### config.mk
export PLATFORM = sky130hd
export DESIGN_NAME = chipmunk_run_sequencer
export DESIGN_NICKNAME = d
export VERILOG_FILES = /design/src/rtl/chipmunk_run_sequencer.sv
export SDC_FILE = /design/constraint.sdc
export NUM_CORES = 1
export LEC_CHECK = 0
export ABC_AREA = 1
export CORE_MARGIN = 2
export CORE_UTILIZATION = 35
export DETAILED_ROUTE_END_ITERATION = 7
export MAX_ROUTING_LAYER = met4
export PLACE_DENSITY = 0.64
export SLEW_MARGIN = 5
export SYNTH_ARGS = -nofsm -noshare
export SYNTH_HDL_FRONTEND = slang
export SYNTH_SLANG_ARGS = --single-unit
### constraint.sdc
create_clock -name clk -period 4.6 [get_ports clk]
set_input_delay 0.69 -clock clk [delete_from_list [all_inputs] [get_ports clk]]
set_output_delay 0.69 -clock clk [all_outputs]
set_load 0.005 [all_outputs]
### src/rtl/chipmunk_run_sequencer.sv
// ----------------------------------------------------------------------------
// chipmunk_run_sequencer
//
// Host-side controller for one chipmunk core and its single-port program/data
// RAM. The host can load bytes into the RAM and read them back. It can also
// launch a run: the sequencer loads the start PC and releases the core from
// reset. It then waits for the core to halt or for the host to abort, and
// puts the core back into reset. Each run produces a one-byte status response.
//
// Ownership of the RAM port:
//   RUN state        : the core drives address, write data and write enable.
//   every other state: the sequencer drives address and write data, and the
//                      write enable is low only in WRITE.
//
// Optional feature (compile-time macro WATCHDOG_EN):
//   When defined, a run that lasts MAX_RUN cycles without done or abort ends
//   with a timeout status. Priority is done > abort > timeout. When the macro
//   is undefined, a run ends only on done or abort and MAX_RUN is not used.
//
// Parameters
//   addrSize  address width, same as the core
//   CNT_W     width of the run-cycle counter
//   MAX_RUN   watchdog limit in RUN cycles (used only with WATCHDOG_EN)
//
// Ports
//   clk           in   system clock
//   reset         in   async active-low reset
//   host_valid    in   host command valid
//   host_ready    out  command accepted when host_valid && host_ready
//   host_cmd      in   00 WRITE, 01 READ, 10 RUN, 11 NOP
//   host_addr     in   RAM address (WRITE/READ) or start PC (RUN)
//   host_wdata    in   write byte
//   host_abort    in   level; aborts an active run
//   rsp_valid     out  one-cycle response pulse, no backpressure
//   rsp_data      out  READ byte or run status (00 done, 01 timeout, 02 abort)
//   busy          out  high from RUN accept until the run response
//   run_cycles    out  RUN-state cycles of the last run, saturating
//   cpu_reset     out  core reset, active-low
//   cpu_start_pc  out  core start PC
//   cpu_addr      in   core address bus
//   cpu_wdata     in   core write data
//   cpu_we_n      in   core write enable, active-low
//   cpu_done      in   core halted
//   cpu_rdata     out  core read data (always mem_rdata)
//   mem_addr      out  RAM address
//   mem_wdata     out  RAM write data
//   mem_we_n      out  RAM write enable, active-low
//   mem_rdata     in   RAM asynchronous read data
// ----------------------------------------------------------------------------
module chipmunk_run_sequencer #(
   parameter int          addrSize = 12,
   parameter int          CNT_W    = 24,
   parameter int unsigned MAX_RUN  = 32'h000F_FFFF
) (
   input  logic                clk,
   input  logic                reset,
   input  logic                host_valid,
   output logic                host_ready,
   input  logic [1:0]          host_cmd,
   input  logic [addrSize-1:0] host_addr,
   input  logic [7:0]          host_wdata,
   input  logic                host_abort,
   output logic                rsp_valid,
   output logic [7:0]          rsp_data,
   output logic                busy,
   output logic [CNT_W-1:0]    run_cycles,
   output logic                cpu_reset,
   output logic [addrSize-1:0] cpu_start_pc,
   input  logic [addrSize-1:0] cpu_addr,
   input  logic [7:0]          cpu_wdata,
   input  logic                cpu_we_n,
   input  logic                cpu_done,
   output logic [7:0]          cpu_rdata,
   output logic [addrSize-1:0] mem_addr,
   output logic [7:0]          mem_wdata,
   output logic                mem_we_n,
   input  logic [7:0]          mem_rdata
);

   // Host command encoding
   localparam logic [1:0] CMD_WRITE = 2'b00;
   localparam logic [1:0] CMD_READ  = 2'b01;
   localparam logic [1:0] CMD_RUN   = 2'b10;

   // Run status codes
   localparam logic [7:0] ST_DONE    = 8'h00;
   localparam logic [7:0] ST_TIMEOUT = 8'h01;
   localparam logic [7:0] ST_ABORT   = 8'h02;

`ifdef WATCHDOG_EN
   localparam bit WATCHDOG = 1'b1;
`else
   localparam bit WATCHDOG = 1'b0;
`endif

   // The counter has not yet been incremented for the current cycle, so
   // comparing against MAX_RUN-1 ends the run after exactly MAX_RUN cycles.
   localparam logic [CNT_W-1:0] TIMEOUT_AT = CNT_W'(MAX_RUN - 32'd1);

   typedef enum logic [2:0] {
      S_IDLE,
      S_WRITE,
      S_READ,
      S_PREP,
      S_RUN,
      S_STOP
   } state_t;

   state_t                r_state;
   state_t                w_next;

   logic [addrSize-1:0]   r_addr;
   logic [7:0]            r_wdata;
   logic [addrSize-1:0]   r_start_pc;
   logic [CNT_W-1:0]      r_run_cycles;
   logic                  r_busy;
   logic                  r_rsp_valid;
   logic [7:0]            r_rsp_data;

   logic                  w_accept;
   logic                  w_timeout;
   logic                  w_run_end;
   logic [7:0]            w_status;

   assign w_accept  = (r_state == S_IDLE) && host_valid;
   assign w_timeout = WATCHDOG && (r_run_cycles == TIMEOUT_AT);
   assign w_run_end = (r_state == S_RUN) && (cpu_done || host_abort || w_timeout);

   // Done outranks abort, and abort outranks timeout.
   assign w_status = cpu_done   ? ST_DONE  :
                     host_abort ? ST_ABORT : ST_TIMEOUT;

   // -------------------------------------------------------------------------
   // FSM process 1: state register
   // -------------------------------------------------------------------------
   always_ff @(posedge clk or negedge reset) begin
      // NOTE: sequential state uses non-blocking assignments, so every
      // register samples the values from before the edge, whatever the
      // order of the processes.
      if (!reset) begin
         r_state <= S_IDLE;
      end else begin
         r_state <= w_next;
      end
   end

   // -------------------------------------------------------------------------
   // FSM process 2: next-state logic
   // -------------------------------------------------------------------------
   always_comb begin
      // NOTE: assigning a default before the case makes every path drive
      // w_next, so no latch is inferred.
      w_next = r_state;
      case (r_state)
         S_IDLE: begin
            if (host_valid) begin
               case (host_cmd)
                  CMD_WRITE: w_next = S_WRITE;
                  CMD_READ:  w_next = S_READ;
                  CMD_RUN:   w_next = S_PREP;
                  default:   w_next = S_IDLE;
               endcase
            end
         end
         S_WRITE: w_next = S_IDLE;
         S_READ:  w_next = S_IDLE;
         S_PREP:  w_next = S_RUN;
         S_RUN:   if (w_run_end) w_next = S_STOP;
         S_STOP:  w_next = S_IDLE;
         default: w_next = S_IDLE;
      endcase
   end

   // -------------------------------------------------------------------------
   // FSM process 3: state-decoded outputs and the RAM port mux
   // -------------------------------------------------------------------------
   always_comb begin
      host_ready = 1'b0;
      cpu_reset  = 1'b0;
      mem_addr   = r_addr;
      mem_wdata  = r_wdata;
      mem_we_n   = 1'b1;
      case (r_state)
         S_IDLE:  host_ready = 1'b1;
         S_WRITE: mem_we_n   = 1'b0;
         S_RUN: begin
            cpu_reset = 1'b1;
            mem_addr  = cpu_addr;
            mem_wdata = cpu_wdata;
            mem_we_n  = cpu_we_n;
         end
         // In PREP the core stays in reset while it picks up the start PC.
         // In STOP, holding reset low clears the core's done flag.
         default: ;
      endcase
   end

   // -------------------------------------------------------------------------
   // Datapath registers: latched command, run bookkeeping, response
   // -------------------------------------------------------------------------
   always_ff @(posedge clk or negedge reset) begin
      if (!reset) begin
         r_addr       <= '0;
         r_wdata      <= '0;
         r_start_pc   <= '0;
         r_run_cycles <= '0;
         r_busy       <= 1'b0;
         r_rsp_valid  <= 1'b0;
         r_rsp_data   <= '0;
      end else begin
         // The response is a single-cycle pulse unless it is set again below.
         r_rsp_valid <= 1'b0;

         if (w_accept) begin
            r_addr  <= host_addr;
            r_wdata <= host_wdata;
            if (host_cmd == CMD_RUN) begin
               r_start_pc   <= host_addr;
               r_run_cycles <= '0;
               r_busy       <= 1'b1;
            end
         end

         // The RAM read is asynchronous. Capturing at the end of READ
         // presents the byte in the following IDLE cycle.
         if (r_state == S_READ) begin
            r_rsp_valid <= 1'b1;
            r_rsp_data  <= mem_rdata;
         end

         if (r_state == S_RUN) begin
            if (r_run_cycles != '1) begin
               r_run_cycles <= r_run_cycles + 1'b1;
            end
            // Registering the status here makes the response visible
            // during the STOP cycle.
            if (w_run_end) begin
               r_rsp_valid <= 1'b1;
               r_rsp_data  <= w_status;
            end
         end

         if (r_state == S_STOP) begin
            r_busy <= 1'b0;
         end
      end
   end

   assign rsp_valid    = r_rsp_valid;
   assign rsp_data     = r_rsp_data;
   assign busy         = r_busy;
   assign run_cycles   = r_run_cycles;
   assign cpu_start_pc = r_start_pc;
   assign cpu_rdata    = mem_rdata;

endmodule

==> flow_summary_export.csv <==
group,metric,value,unit
synthesis,yosysSeqAreaShare,45.7,%
synthesis,yosysUniqueCellTypes,33,
placement,gp_congestion,0.848,
sta,setup_tns,0,ns
flow_run,cap_violations,0,
power_and_ir_drop,switching_power,1.06,mW
power_and_ir_drop,power.density,556,nW/um^2
final_layout,final_cell_mix,"nand2_1, clkdlybuf4s50_1, dfrtp_1, nand3_1, inv_1",
final_layout,syn2layout_area_growth,40.9,%
sta,fmax,0.280,GHz
critical_path,crit_type,"register to output pin",
final_layout,final_nets,697,
sta,clock_skew,0.0112,ns
floorplan,ios,133,
synthesis,syn_nets,575,
cts,clock_latency,0.34,ns
detailed_routing,vias,3626,
detailed_routing,drt_iter0_drc,135,
cts,cts_tree,"yes",
critical_path,cp_data_required_time,3.91,ns
synthesis,netlist_instances,516,
cts,numCtsBuffers,9,
power_and_ir_drop,p_sw_share,36.0,%
placement,io_buffer_count,132,
synthesis,synth_area,3780,um^2
placement,dpl_cell_area,5130,um^2
cts,h-tree-depth,3,
global_routing,grt_max_degree,46,
sta,worst_slew_pin_slew,1.02,ns
final_layout,num_antenna_cells,0,
cts,clockRootBuffer,"clkbuf_8",
power_and_ir_drop,intPower,1.89,mW
detailed_routing,drcViolationCount,0,
floorplan,die_h,108,um
detailed_routing,wl_per_cell,13.5,um
synthesis,syn_avg_cell_area,7.33,um^2
cts,clk_pin_slew_worst_paths,0.08,ns
power_and_ir_drop,power_frac_seq,37.3,%
sta,timing.final.crit_share,77.6,%
placement,place_inst,763,
cts,hold_buffers,0,
placement,hpwl,7.73,mm
power_and_ir_drop,p_comb_share,46.0,%
floorplan,std_cell_rows,37,
global_routing,antenna_found_initial,0,
run_status,status,"completed",
power_and_ir_drop,ir_worst_vdd,0.000278,V
critical_path,critPathMaxFanout,34,
sta,slew_headroom,31.9,%
floorplan,initial_core_util,36.3,%
detailed_routing,wl,10.5,mm
cts,numClockSinks,69,
synthesis,yosys_warnings,0,
detailed_routing,firstDrtPassIters,5,
hold_path,hp-class,"register to register",
global_routing,grt_pass1_vias,3685,
sta,drv_slew,0,
critical_path,start_kind,"register",
detailed_routing,post_drt_via_cell_ratio,4.65,
critical_path,cp-end-kind,"output pin",
cts,cts_setup_buffers,0,
synthesis,ys_ff_latch,69,
cts,cts_resized,0,
detailed_routing,antenna_left,0,
final_layout,layout_commonest_cell,"nand2_1",
floorplan,coreArea,10400,um^2
power_and_ir_drop,leakagePower,2.54,nW
global_routing,overflow,0,
global_routing,grt_pass1_wl,17.5,mm
global_routing,grt_usage,19.6,%
cts,cts_buffer_depth,2,
floorplan,die-area,11700,um^2
final_layout,drive_gt1_share,5.75,%
sta,hold_viol_final,0,
critical_path,cp.arrival,2.88,ns
final_layout,final_cell_area,5330,um^2
power_and_ir_drop,p_clk_share,16.7,%
sta,setup_violations,0,
sta,rsz0062_at_grt,"false",
sta,fin_crit,3.57,ns
floorplan,die_w,108,um
final_layout,stdcell_count,779,
## worst max-delay path, stage by stage (launching register included)
cell	delay (ns)
dfrtp_1	0.45
nor2_4	0.19
nand2_2	0.41
inv_1	0.76
nand2_1	0.12
nand2_1	0.10
clkdlybuf4s50_1	0.50
## per-layer routing
metal / vias to the layer above / global-route usage (%) / wire length [um]
met5: - / - / 0
met4: 0 / 7.14 / 139
met2: 108 / 30.9 / 4900
li1: 1846 / - / -
met3: 11 / 4.46 / 642
met1: 1661 / 24.9 / 4840
## synthesized netlist by cell type
library cell	number	area [um^2]
a21oi_1	9	45.0
nand3_4	1	17.5
nand3b_1	6	45.0
nand4_2	1	12.5
nand3_1	34	170
inv_2	3	11.3
buf_4	8	60.1
nor2_1	29	109
clkbuf_1	8	30.0
dfrtp_1	69	1730
nor2_2	5	31.3
buf_6	3	33.8
buf_2	3	15.0
clkbuf_8	1	13.8
nor2_4	3	33.8
o21bai_1	1	7.51
o21ai_1	7	35.0
a32oi_1	1	8.76
nand4_1	2	12.5
o21bai_4	1	18.8
nand2_1	243	912
nor3_1	2	10.0
and2_1	2	12.5
ha_1	3	37.5
or2_2	3	18.8
inv_1	31	116
xnor2_1	6	52.6
buf_1	1	3.75
o22ai_1	1	6.26
xor2_1	6	52.6
nand2_2	1	6.26
o21ai_0	21	105
nand3_2	1	10.0
## flip-flops by register name, indices dropped and copies added (netlist names)
name,cells
rsp_data,8
busy,1
run_cycles,24
r_wdata,8
cpu_start_pc,12
rsp_valid,1
r_state,3
r_addr,12
## cell families after synthesis
kind of cell	count (synthesis)	synth area share, %
compound gates	41	5.99
flops	69	45.7
xor+xnor	12	2.78
fa+ha+maj	3	0.993
simple gates	333	37.1
buf+inv	58	7.51
## area by class of cell
class,count,area (um^2)
Multi-Input combinational cell,389,1770
Clock inverter,4,47.5
Clock buffer,12,145
Sequential cell,69,1730
Tap cell,136,170
Timing Repair Buffer,135,1340
Inverter,34,128
Fill cell,1043,5090
## path summary, 6_finish.rpt
| check | start | endpoint | slack (ns) | cells after the start |
|---|---|---|---|---|
| max | r_state[1] | mem_addr[8] | 1.03 | 6 |
| min | r_wdata[2] | r_wdata[2] | 0.49 | 2 |
| max reg2reg | r_state[1] | cpu_start_pc[9] | 2.10 | 7 |
| min reg2reg | r_wdata[2] | r_wdata[2] | 0.49 | 2 |
| max in group asynchronous | reset | busy | 3.16 | 2 |
| min in group asynchronous | reset | rsp_data[4] | 0.53 | 1 |
## power by group through the flow
stage / clock network (mW) / registers (mW) / logic [mW]
finish: 0.494 / 1.10 / 1.36
global route: 0.532 / 1.14 / 1.52
CTS: 0.502 / 1.10 / 1.38
detailed placement: 0 / 1.10 / 1.37
global placement: 0 / 1.10 / 1.36
floorplan: 0 / 1.06 / 0.601
## stage by stage
stage	setup slack [ns]	utilization [%]	power, mW	hold WS, ns
2_1_floorplan	2.66	-	1.66	0.394
3_3_place_gp	1.42	49.3	2.46	0.466
3_5_place_dp	1.38	49.3	2.48	0.465
4_1_cts	0.984	51.1	2.99	0.487
5_1_grt	0.766	51.1	3.19	0.510
6_report	1.03	51.1	2.96	0.486
Power figures use the tool's default switching activity.
